$ cat src/rtl/evb_pic_if.sv
// EVB command port of the PIC: level request/finish handshake with register address and data.
// Latency: none; this file only groups signals.
// Backpressure: request stays high until finish is seen, and finish stays high until request drops.
// Ports: master drives request/addr/wr/wr_data, slave drives finish/rd_data.
interface evb_pic_if;
    logic        pic_evb_cmd_request;
    logic [3:0]  pic_evb_cmd_addr;
    logic        pic_evb_cmd_wr;
    logic [31:0] pic_evb_cmd_wr_data;
    logic        pic_evb_cmd_finish;
    logic [31:0] pic_evb_cmd_rd_data;

    modport master (
        output pic_evb_cmd_request, pic_evb_cmd_addr, pic_evb_cmd_wr, pic_evb_cmd_wr_data,
        input  pic_evb_cmd_finish, pic_evb_cmd_rd_data
    );

    modport slave (
        input  pic_evb_cmd_request, pic_evb_cmd_addr, pic_evb_cmd_wr, pic_evb_cmd_wr_data,
        output pic_evb_cmd_finish, pic_evb_cmd_rd_data
    );
endinterface

$ cat src/rtl/evb_pic.sv
// Interrupt controller: sync, pending latch, mask, fixed-priority claim/EOI, and one irq_out.
// Latency: a command completes with finish 2 clocks after request is sampled; irq_in reaches pending in 3 clocks and irq_out in 4.
// Backpressure: one command at a time; finish is held until request drops, and a new command needs request to have been low.
// Ports: clk, rst_n (async active-low), irq_in[NUM_IRQ], bus (evb_pic_if.slave), irq_out.
// Build option: PIC_EDGE_EN builds the EDGE register and rising-edge pending latches.
module evb_pic #(
    parameter int NUM_IRQ = 8
) (
    input  logic               clk,
    input  logic               rst_n,
    input  logic [NUM_IRQ-1:0] irq_in,
    evb_pic_if.slave           bus,
    output logic               irq_out
);

    typedef enum logic [1:0] {ST_IDLE, ST_ACCESS, ST_DONE} state_t;

    state_t             state_q, state_d;
    logic               armed_q, armed_d;
    logic               finish_q, finish_d;
    logic [31:0]        rd_data_q, rd_data_d;
    logic               irq_out_q, irq_out_d;
    logic [NUM_IRQ-1:0] sync1_q, sync2_q;
    logic [NUM_IRQ-1:0] pending_q, pending_d;
    logic [NUM_IRQ-1:0] mask_q, mask_d;
    logic [NUM_IRQ-1:0] inservice_q, inservice_d;
    logic [NUM_IRQ-1:0] edge_sel;
`ifdef PIC_EDGE_EN
    logic [NUM_IRQ-1:0] edge_q, edge_d;
    logic [NUM_IRQ-1:0] prev_q;
    logic [NUM_IRQ-1:0] claim_clr;
`endif

    logic               req;
    logic               access;
    logic [NUM_IRQ-1:0] eligible;
    logic [NUM_IRQ-1:0] claim_oh;
    logic [3:0]         claim_id;
    logic [NUM_IRQ-1:0] eoi_oh;

    // Write-data bits above the implemented lines carry no meaning.
    logic unused_wr_data;
    assign unused_wr_data = ^bus.pic_evb_cmd_wr_data[31:NUM_IRQ];

    assign req    = bus.pic_evb_cmd_request;
    // The access is skipped entirely when request has already dropped.
    assign access = (state_q == ST_ACCESS) && req;

`ifdef PIC_EDGE_EN
    assign edge_sel = edge_q;
`else
    assign edge_sel = '0;
`endif

    always_comb begin
        state_d     = state_q;
        armed_d     = armed_q | ~req;
        rd_data_d   = rd_data_q;
        mask_d      = mask_q;
        inservice_d = inservice_q;
`ifdef PIC_EDGE_EN
        edge_d      = edge_q;
        claim_clr   = '0;
`endif

        eligible = pending_q & mask_q & ~inservice_q;
        // Isolate the lowest set bit: that line has the highest priority.
        claim_oh = eligible & (~eligible + 1'b1);
        claim_id = '0;
        for (int i = NUM_IRQ - 1; i >= 0; i--) begin
            if (eligible[i]) claim_id = 4'(i);
        end
        // Out-of-range EOI ids match no line and so clear nothing.
        for (int i = 0; i < NUM_IRQ; i++) begin
            eoi_oh[i] = (bus.pic_evb_cmd_wr_data[3:0] == 4'(i));
        end

        if (access) begin
            if (bus.pic_evb_cmd_wr) begin
                case (bus.pic_evb_cmd_addr)
                    4'd1:    mask_d      = bus.pic_evb_cmd_wr_data[NUM_IRQ-1:0];
                    4'd3:    inservice_d = inservice_q & ~eoi_oh;
`ifdef PIC_EDGE_EN
                    4'd4:    edge_d      = bus.pic_evb_cmd_wr_data[NUM_IRQ-1:0];
`endif
                    default: ;
                endcase
            end else begin
                case (bus.pic_evb_cmd_addr)
                    4'd0:    rd_data_d = 32'(pending_q);
                    4'd1:    rd_data_d = 32'(mask_q);
                    4'd2: begin
                        rd_data_d = '0;
                        if (|eligible) begin
                            rd_data_d   = {1'b1, 27'd0, claim_id};
                            inservice_d = inservice_q | claim_oh;
`ifdef PIC_EDGE_EN
                            claim_clr   = claim_oh;
`endif
                        end
                    end
                    4'd4:    rd_data_d = 32'(edge_sel);
                    4'd5:    rd_data_d = 32'(inservice_q);
                    default: rd_data_d = '0;
                endcase
            end
        end

`ifdef PIC_EDGE_EN
        // Edge lines: a new synced rise wins over a same-cycle claim clear.
        pending_d = (edge_q & ((pending_q & ~claim_clr) | (sync2_q & ~prev_q)))
                  | (~edge_q & sync2_q);
`else
        pending_d = sync2_q;
`endif

        irq_out_d = |eligible;

        case (state_q)
            ST_IDLE: begin
                if (req && armed_q) begin
                    state_d = ST_ACCESS;
                    armed_d = 1'b0;
                end
            end
            ST_ACCESS: state_d = req ? ST_DONE : ST_IDLE;
            ST_DONE:   if (!req) state_d = ST_IDLE;
            default:   state_d = ST_IDLE;
        endcase

        finish_d = (state_q == ST_DONE) && req;
    end

    always_ff @(posedge clk or negedge rst_n) begin
        if (!rst_n) begin
            state_q     <= ST_IDLE;
            armed_q     <= 1'b0;
            finish_q    <= 1'b0;
            rd_data_q   <= '0;
            irq_out_q   <= 1'b0;
            sync1_q     <= '0;
            sync2_q     <= '0;
            pending_q   <= '0;
            mask_q      <= '0;
            inservice_q <= '0;
`ifdef PIC_EDGE_EN
            edge_q      <= '0;
            prev_q      <= '0;
`endif
        end else begin
            state_q     <= state_d;
            armed_q     <= armed_d;
            finish_q    <= finish_d;
            rd_data_q   <= rd_data_d;
            irq_out_q   <= irq_out_d;
            sync1_q     <= irq_in;
            sync2_q     <= sync1_q;
            pending_q   <= pending_d;
            mask_q      <= mask_d;
            inservice_q <= inservice_d;
`ifdef PIC_EDGE_EN
            edge_q      <= edge_d;
            prev_q      <= sync2_q;
`endif
        end
    end

    assign bus.pic_evb_cmd_finish  = finish_q;
    assign bus.pic_evb_cmd_rd_data = rd_data_q;
    assign irq_out                 = irq_out_q;

endmodule

$ cat src/flat_wrapper.sv
// flat-port wrapper written by rule: the top's interface ports become plain ports
module evb_pic_flat 
#(
    parameter int NUM_IRQ = 8
)
  (clk, rst_n, irq_in, irq_out, bus_pic_evb_cmd_request, bus_pic_evb_cmd_addr, bus_pic_evb_cmd_wr, bus_pic_evb_cmd_wr_data, bus_pic_evb_cmd_finish, bus_pic_evb_cmd_rd_data);
  evb_pic_if bus_i ();
  input  logic clk;
  input  logic rst_n;
  input  logic [NUM_IRQ-1:0] irq_in;
  output logic irq_out;
  input wire logic [$bits(bus_i.pic_evb_cmd_request)-1:0] bus_pic_evb_cmd_request;
  input wire logic [$bits(bus_i.pic_evb_cmd_addr)-1:0] bus_pic_evb_cmd_addr;
  input wire logic [$bits(bus_i.pic_evb_cmd_wr)-1:0] bus_pic_evb_cmd_wr;
  input wire logic [$bits(bus_i.pic_evb_cmd_wr_data)-1:0] bus_pic_evb_cmd_wr_data;
  output wire logic [$bits(bus_i.pic_evb_cmd_finish)-1:0] bus_pic_evb_cmd_finish;
  output wire logic [$bits(bus_i.pic_evb_cmd_rd_data)-1:0] bus_pic_evb_cmd_rd_data;
  assign bus_i.pic_evb_cmd_request = bus_pic_evb_cmd_request;
  assign bus_i.pic_evb_cmd_addr = bus_pic_evb_cmd_addr;
  assign bus_i.pic_evb_cmd_wr = bus_pic_evb_cmd_wr;
  assign bus_i.pic_evb_cmd_wr_data = bus_pic_evb_cmd_wr_data;
  assign bus_pic_evb_cmd_finish = bus_i.pic_evb_cmd_finish;
  assign bus_pic_evb_cmd_rd_data = bus_i.pic_evb_cmd_rd_data;
  evb_pic #(.NUM_IRQ(NUM_IRQ)) u_core (.clk(clk), .rst_n(rst_n), .irq_in(irq_in), .bus(bus_i), .irq_out(irq_out));
endmodule
$ cat config.mk
export PLATFORM = sky130hd
export DESIGN_NAME = evb_pic_flat
export DESIGN_NICKNAME = d
export VERILOG_FILES = /design/src/rtl/evb_pic_if.sv /design/src/rtl/evb_pic.sv /design/src/flat_wrapper.sv
export SDC_FILE = /design/constraint.sdc
export NUM_CORES = 1
export LEC_CHECK = 0
export BUFFER_PORTS_ARGS = -buffer_cell sky130_fd_sc_hd__buf_2
export CAP_MARGIN = 20
export CORE_MARGIN = 8
export CORE_UTILIZATION = 49
export DETAILED_ROUTE_END_ITERATION = 6
export PLACE_DENSITY = 0.77
export RECOVER_POWER = 100
export SLEW_MARGIN = 20
export SYNTH_ARGS = -nofsm -noshare
export SYNTH_HDL_FRONTEND = slang
export SYNTH_SLANG_ARGS = --single-unit
export TNS_END_PERCENT = 10
$ cat constraint.sdc
create_clock -name clk -period 2.01 [get_ports clk]
set_clock_uncertainty 0.15 [all_clocks]
set_input_delay 0.402 -clock clk [delete_from_list [all_inputs] [get_ports clk]]
set_output_delay 0.402 -clock clk [all_outputs]
set_load 0.01 [all_outputs]
==> impl_metrics.json, run 1 <==
{
  "nets": 289,
  "max_slew_margin": 0.655,
  "cts_tree": "built",
  "ir_worst_vdd_mv": 0.467,
  "rows": 25,
  "setup_tns_ns": 0,
  "async_reset_ff_frac": 1.00,
  "syn_to_final_growth_pct": 12.5,
  "synth-edff-count": 0,
  "synth_cells": 196,
  "io_pins": 82,
  "setup.worst_path.end_class": "flop",
  "crit_type": "reg -> reg",
  "drc": 0,
  "startpoint_type": "flop",
  "crit_end": "u_core.inservice_q[0]",
  "timing.fmax_ghz": 0.547,
  "cts_root_buffer": "clkbuf_8",
  "gp_congestion": 0.903,
  "r2r_end": "u_core.inservice_q[0]",
  "htreeDepth": 2,
  "core-area_um2": 4720,
  "period_minus_slack_ns": 1.83,
  "path_buf_inv": 0,
  "clk_latency_ns": 0.31,
  "ys_ff_latch": 54,
  "power.density_nw_per_um2": 865,
  "final_cell_area_um2": 2680,
  "hold_path.class": "in -> reg",
  "outcome": "completed",
  "maxCapViolCount": 0,
  "num_vias": 1586,
  "drive_gt1_frac": 0.248,
  "reg2reg_from": "u_core.mask_q[3]",
  "cp_data_required_time_ns": 2.04,
  "antenna_found_initial": 0,
  "path_cells": "and3b_1, or4_1, o21ai_4, o21ai_0",
  "p_leak_nw": 1.25,
  "dieArea_um2": 7360,
  "netlist_area_um2": 2380,
  "crit_family": "simple AND/OR/NAND/NOR gates",
  "vias_per_cell": 5.13,
  "cp.arrival_ns": 1.86,
  "seqCellArea_um2": 1350,
  "grt_setup_unrepaired": "false",
  "cts_buffers": 5,
  "yosys.area.top_type": "dfrtp_1",
  "initialDrtViolationCount": 129,
  "cpMaxStageDelayCell": "or4_1",
  "hold_depth": 1,
  "r2r_cells": 4,
  "grt_overflow": 0,
  "io_buffer_count": 34,
  "fin_util": 0.568,
  "die_x_um": 85.8,
  "grt_usage": 0.135,
  "initial_core_util": 0.505,
  "r2r_setup_slack_ns": 0.18,
  "setup_viol": 0,
  "yosysWarnings": 0,
  "finalHoldViolCount": 0,
  "grt_pass1_wl_um": 7830,
  "dpl-instance-area_um2": 2590,
  "slew_viol_final": 0,
  "postRouteAntennaNets": 0,
  "die_h_um": 85.8,
  "path_depth": 4,
  "cp-startpoint": "u_core.mask_q[3]",
  "num_antenna_cells": 0,
  "cts.clk_slew.worst_paths_ns": 0.09,
  "yosysMostFrequentCell": "dfrtp_1",
  "max_stage_delay_ns": 0.58,
  "clock_path_buffers": 2,
  "multi_input_area_um2": 926,
  "synth_area_leaders": "dfrtp_1 57%, mux2_2 7.6%, buf_4 7.2%, a22oi_1 2.2%, nand2_1 2.2%",
  "final.fill_count": 399,
  "first_pass_iters": 4,
  "dp.final_hpwl_um": 3600,
  "crit_path_max_fanout": 4,
  "grt_max_degree": 34,
  "finalCritPeriodShare": 0.909,
  "cts_sinks": 54,
  "worst_pin_slew_ns": 0.518,
  "synthFlopType": "dfrtp_1",
  "wirelength_um": 4720,
  "synth_commonest_cells": "54 x dfrtp_1, 23 x buf_4, 16 x mux2_2",
  "wire_per_inst_um": 15.3,
  "synth_cell_types": 39,
  "yosysTopAreaCellShare": 0.567,
  "grt_pass1_vias": 1707,
  "seq_area_frac_synth": 0.567,
  "synth_area_per_cell_um2": 12.2
}
-- stage by stage --
stage / setup WS [ns] / hold slack [ns] / instances / power [mW]
after floorplan: 0.358 / -0.0436 / 218 / 1.51
after global placement: 0.210 / 0.181 / 300 / 1.64
after detailed placement: 0.203 / 0.185 / 300 / 1.65
after CTS: 0.180 / 0.0344 / 309 / 2.37
after global routing: 0.0934 / 0.0255 / 309 / 2.45
final: 0.182 / 0.0436 / 309 / 2.32
-- placed cells by master (no fill, tap or decap), drive strengths merged, types with 2 or more instances in the layout --
master and instances:
clkbuf 20, nand2b 4, nor4 2, nand3b 5, dfrtp 54, nor2 9, a311oi 2, and3b 7
nand4 6, nand2 14, and2 2, buf 25, clkinvlp 2, nand3 2, o21ai 12, a22oi 7
o31ai 5, nor3b 2, a21oi 6, conb 23, nor3 2, mux2 16
-- power breakdown --
group          internal, mW  total (mW)  switching, mW
clock                 0.370       0.722          0.352
sequential             1.20        1.26         0.0636
combinational         0.135       0.337          0.202
-- flip-flops by register name, summed over array words and instances, names as in the netlist --
signal,flops
u_core.sync1_q,8
u_core.bus.pic_evb_cmd_finish,1
u_core.state_q,2
u_core.inservice_q,8
u_core.bus.pic_evb_cmd_rd_data,9
u_core.irq_out,1
u_core.pending_q,8
u_core.mask_q,8
u_core.armed_q,1
u_core.pending_d,8
-- worst min path at each step --
stage / startpoint / to / slack (ns)
2_1_floorplan: rst_n / u_core.armed_q / -0.04
3_3_place_gp: u_core.sync1_q[5] / u_core.pending_d[5] / 0.18
3_5_place_dp: u_core.pending_d[0] / u_core.pending_q[0] / 0.18
4_1_cts: irq_in[3] / u_core.sync1_q[3] / 0.03
5_1_grt: irq_in[3] / u_core.sync1_q[3] / 0.03
6_report: irq_in[3] / u_core.sync1_q[3] / 0.04
-- per-layer routing --
layer	GRT usage	routed length (µm)
met5	0	0
met3	0.0439	355
met2	0.213	2290
met1	0.168	2010
met4	0.0541	68
-- layout make-up --
class,instances,area share
clock buffers,5,0.0256
repair buffers,41,0.0765
clock inverters,3,0.0168
well taps,67,0.0312
flip-flops and latches,54,0.503
multi-input cells,138,0.345
inverters,1,0.00140
-- worst reg2reg max path: stages, from the launching register on --
cell and delay, ns:
dfrtp_1 0.43, and3b_1 0.22, or4_1 0.58, o21ai_4 0.21, o21ai_0 0.12
-- cell families (layout without fill, tap and decap cells) --
| logic type | after synthesis | in the layout | share of synthesized area |
|---|---|---|---|
| buf+inv | 26 | 50 | 0.0803 |
| other cells | 1 | 23 | 0.00157 |
| simple gates | 62 | 62 | 0.171 |
| flops | 54 | 54 | 0.567 |
| xor+xnor | 1 | 1 | 0.00367 |
| mux | 16 | 16 | 0.0755 |
| compound gates | 36 | 36 | 0.102 |
-- repair_timing --
| action | in CTS | in global routing |
|---|---|---|
| endpoints found under the hold margin | 21 | 0 |
| gates resized for setup | 0 | 1 |
| buffers inserted | 0 | 0 |
| endpoints found under the setup margin | 0 | 3 |
| hold buffers | 1 | 0 |
(Power assumes the default switching activity.)
==> inputs of run 2 (changes only) <==
CORE_MARGIN = unset   (was 8)
GPL_TIMING_DRIVEN = 0   (was unset)
SLEW_MARGIN = 40   (was 20)
==> impl_metrics.json, run 2 (synthesis gave the netlist of run 1 again) <==
{
  "outcome": "completed",
  "cts.clk_slew.worst_paths_ns": 0.09,
  "drive_gt1_frac": 0.299,
  "cts_tree": "built",
  "setup_viol": 0,
  "cts_setup_buffers": 0,
  "p_clk_frac": 0.303,
  "ir_worst_vdd_mv": 0.468,
  "setup_tns_ns": 0,
  "r2r_setup_slack_ns": 0.18,
  "crit_path_max_fanout": 4,
  "grt_setup_unrepaired": "false",
  "slew_viol_final": 0,
  "dieArea_um2": 5150,
  "pwr-share-seq": 0.540,
  "cp.arrival_ns": 1.86,
  "drc": 0,
  "max_slew_margin": 0.555,
  "initialDrtViolationCount": 105,
  "grt_overflow": 0,
  "cp_data_required_time_ns": 2.03,
  "crit_type": "reg -> reg",
  "wire_per_inst_um": 13.6,
  "finalHoldViolCount": 0,
  "period_minus_slack_ns": 1.83,
  "maxCapViolCount": 0,
  "final.fill_count": 412,
  "die_h_um": 71.8,
  "nets": 308,
  "dp_cells": 306,
  "cts_sinks": 54,
  "total_power_mw": 2.34,
  "wirelength_um": 4300,
  "setup.worst_path.end_class": "flop",
  "antenna_found_initial": 0,
  "stdcell_count": 315,
  "syn_to_final_growth_pct": 18.1,
  "hold_path.class": "in -> reg",
  "die_x_um": 71.8,
  "vias_per_cell": 5.13,
  "clock_path_buffers": 2,
  "cts_root_buffer": "clkbuf_8",
  "rows": 25,
  "cts_buffers": 5,
  "grt_pass1_wl_um": 6800,
  "initial_core_util": 0.508,
  "timing.hold.ws_ns": 0.0362,
  "worst_pin_slew_ns": 0.668,
  "p_switching_mw": 0.605,
  "grt_pass1_vias": 1401,
  "grt_usage": 0.180,
  "num_vias": 1615,
  "htreeDepth": 2,
  "clk_latency_ns": 0.31,
  "finalCritPeriodShare": 0.911,
  "first_pass_iters": 4,
  "postRouteAntennaNets": 0,
  "dp.final_hpwl_um": 3130,
  "sw_frac_of_total": 0.259,
  "gp_congestion": 0.931,
  "num_antenna_cells": 0,
  "power.density_nw_per_um2": 830,
  "combPwrFrac": 0.157,
  "grt_max_degree": 55,
  "core-area_um2": 4690,
  "layout_commonest_cell": "dfrtp_1",
  "largest_reg_flops": 9,
  "io_pins": 82,
  "io_buffer_count": 34,
  "timing.fmax_ghz": 0.546,
  "layout_common_cells": "54 x dfrtp_1, 24 x buf_4, 23 x conb_1",
  "power.internal_mw": 1.73,
  "startpoint_type": "flop",
  "p_leak_nw": 1.36
}
-- run 2: changes by cell type in the layout (fill, tap and decap cells not counted), sizes merged --
cell	delta
buf	+22
clkinvlp	-1
clkbuf	-2
-- run 2: through the flow --
stage,instance area (µm²),util,setup slack [ns]
after detailed placement,2710,0.577,0.0713
after floorplan,2470,-,0.358
after global placement,2710,0.577,0.0892
final,2820,0.600,0.179
after global routing,2820,0.600,0.0875
after CTS,2830,0.603,0.243
-- run 2: final cells by class --
cell class,count,area (µm²),share of cell area
sequential,54,1350,0.480
multi-input combinational,138,927,0.329
buffer,25,188,0.0666
timing repair buffer,35,169,0.0600
clock buffer,6,72.6,0.0258
tap,54,67.6,0.0240
clock inverter,2,37.5,0.0133
inverter,1,3.75,0.00133
-- run 2: worst paths after layout --
check,from,endpoint,depth (start not counted)
min,irq_in[7],u_core.sync1_q[7],1
max,u_core.pending_q[3],u_core.bus.pic_evb_cmd_rd_data[0],4
max in group asynchronous,rst_n,u_core.bus.pic_evb_cmd_rd_data[4],2
min reg2reg,u_core.sync1_q[0],u_core.pending_d[0],0
min in group asynchronous,rst_n,u_core.irq_out,2
max reg2reg,u_core.pending_q[3],u_core.bus.pic_evb_cmd_rd_data[0],4
-- run 2: per-layer routing --
metal,GRT usage,part of all wire
met3,0.0534,0.055
met1,0.247,0.47
met5,0,0
met4,0.0719,0.017
met2,0.269,0.45
-- run 2: power groups by stage --
stage | logic, mW | registers, mW | clock network, mW
floorplan | 0.205 | 1.31 | 0
global placement | 0.380 | 1.28 | 0
detailed placement | 0.385 | 1.29 | 0
CTS | 0.387 | 1.26 | 0.734
global route | 0.409 | 1.28 | 0.779
finish | 0.366 | 1.26 | 0.708
-- run 2: what timing repair did --
item                                    in CTS  in global routing
endpoints found under the setup margin       0                  1
resized for setup                            0                  1
hold buffers                                 1                  0
hold endpoints to repair                    54                  0
-- run 2: critical path, stage by stage (launching register included) --
cell and delay (ns):
dfrtp_1 0.41, and3b_1 0.22, or4_1 0.57, o21ai_4 0.19, o311ai_0 0.15
==> inputs of run 3 (changes only) <==
CTS_BUF_LIST = sky130_fd_sc_hd__clkbuf_16   (was unset)
clock period = 1.91 ns   (was 2.01 ns; I/O delays follow)
==> impl_metrics.json, run 3 (synthesis gave the netlist of run 1 again) <==
{
  "outcome": "completed",
  "cp_data_required_time_ns": 1.92,
  "core-area_um2": 4690,
  "cts_resized": 0,
  "grt_pass1_vias": 1415,
  "setup_viol": 0,
  "antenna_found_initial": 0,
  "drive_gt1_frac": 0.304,
  "setup.worst_path.end_class": "flop",
  "io_pins": 82,
  "htreeDepth": 2,
  "drt-met1-wl_um": 2010,
  "seqCellArea_um2": 1350,
  "die_x_um": 71.8,
  "grt_pass1_wl_um": 6960,
  "num_antenna_cells": 0,
  "initial_core_util": 0.508,
  "io_buffer_count": 34,
  "cts_hold_buf": 0,
  "path_buf_inv": 0,
  "finalCritPeriodShare": 0.937,
  "stdcell_count": 314,
  "crit_type": "reg -> reg",
  "dp.final_hpwl_um": 3130,
  "num_vias": 1641,
  "crit_path_max_fanout": 4,
  "power.density_nw_per_um2": 949,
  "cts_buffers": 5,
  "wire_per_inst_um": 14.2,
  "timing.hold.ws_ns": 0.0453,
  "gp_congestion": 0.931,
  "layout_common_cells": "54 x dfrtp_1, 23 x buf_4, 23 x conb_1",
  "cpMaxStageDelayCell": "or4_4",
  "grt_max_degree": 55,
  "dpl-instance-area_um2": 2710,
  "slew_viol_final": 0,
  "wl_met3_um": 279,
  "drc": 0,
  "rows": 25,
  "cts.clk_slew.worst_paths_ns": 0.07,
  "wirelength_um": 4450,
  "first_pass_iters": 4,
  "vias_per_cell": 5.23,
  "largest_reg_flops": 9,
  "cp.arrival_ns": 1.80,
  "cts_root_buffer": "clkbuf_16",
  "clock_path_buffers": 2,
  "crit_family": "simple AND/OR/NAND/NOR gates",
  "worst_pin_slew_ns": 1.31,
  "nets": 307,
  "finalHoldViolCount": 0,
  "startpoint_type": "flop",
  "initialDrtViolationCount": 139,
  "cts_setup_buffers": 0,
  "multi_input_area_um2": 923,
  "die_h_um": 71.8,
  "dieArea_um2": 5150,
  "cts_tree": "built",
  "period_minus_slack_ns": 1.79,
  "final.fill_count": 406,
  "ir_worst_vdd_mv": 0.582,
  "postRouteAntennaNets": 0,
  "path_cells": "and3b_1, or4_4, o21ai_2, o311ai_1",
  "grt_overflow": 0,
  "fin_util": 0.609,
  "syn_to_final_growth_pct": 19.8,
  "met2_length_um": 2080,
  "layout_commonest_cell": "dfrtp_1",
  "grt_setup_unrepaired": "false",
  "maxCapViolCount": 0,
  "hold_path.class": "in -> reg",
  "p_leak_nw": 1.39,
  "highest_layer": "met4",
  "timing.fmax_ghz": 0.559,
  "dp_cells": 306,
  "cts_sinks": 54,
  "max_slew_margin": 0.126,
  "max_stage_delay_ns": 0.54,
  "clk_latency_ns": 0.29,
  "final_cell_area_um2": 2860,
  "grt_usage": 0.183,
  "setup_tns_ns": 0
}
## run 3: report_power, final
group | internal, mW | switching [mW] | total [mW]
sequential | 1.26 | 0.0689 | 1.33
clock | 0.613 | 0.379 | 0.992
combinational | 0.171 | 0.214 | 0.385
total | 2.05 | 0.662 | 2.71
## run 3: metrics by stage
stage                     setup WS, ns  power (mW)
after floorplan                  0.258        1.59
after global placement         0.00915        1.75
after detailed placement      -0.00867        1.76
after CTS                        0.142        2.76
after global routing            0.0506        2.84
final                            0.120        2.71
## run 3: worst paths after layout
check	endpoint	slack, ns	depth (start not counted)	start
setup / recovery	u_core.bus.pic_evb_cmd_rd_data[0]	0.12	4	u_core.mask_q[3]
hold / removal	u_core.sync1_q[7]	0.05	1	irq_in[7]
setup reg to reg	u_core.bus.pic_evb_cmd_rd_data[0]	0.12	4	u_core.mask_q[3]
hold reg to reg	u_core.pending_q[2]	0.20	0	u_core.pending_d[2]
max in group asynchronous	u_core.bus.pic_evb_cmd_rd_data[4]	0.59	1	rst_n
min in group asynchronous	u_core.bus.pic_evb_cmd_rd_data[31]	0.23	1	rst_n
## run 3: routing by layer
metal	GRT usage	up-vias
li1	-	789
met1	0.247	788
met2	0.288	58
met3	0.0492	6
met4	0.0654	0
met5	0	-
## run 3: area by class of cell
type                       count  share of cell area
buffer                        25              0.0657
clock buffer                   5              0.0438
clock inverter                 3              0.0145
inverter                       1             0.00131
multi-input combinational    138               0.323
sequential                    54               0.473
tap                           54              0.0237
timing repair buffer          34              0.0548
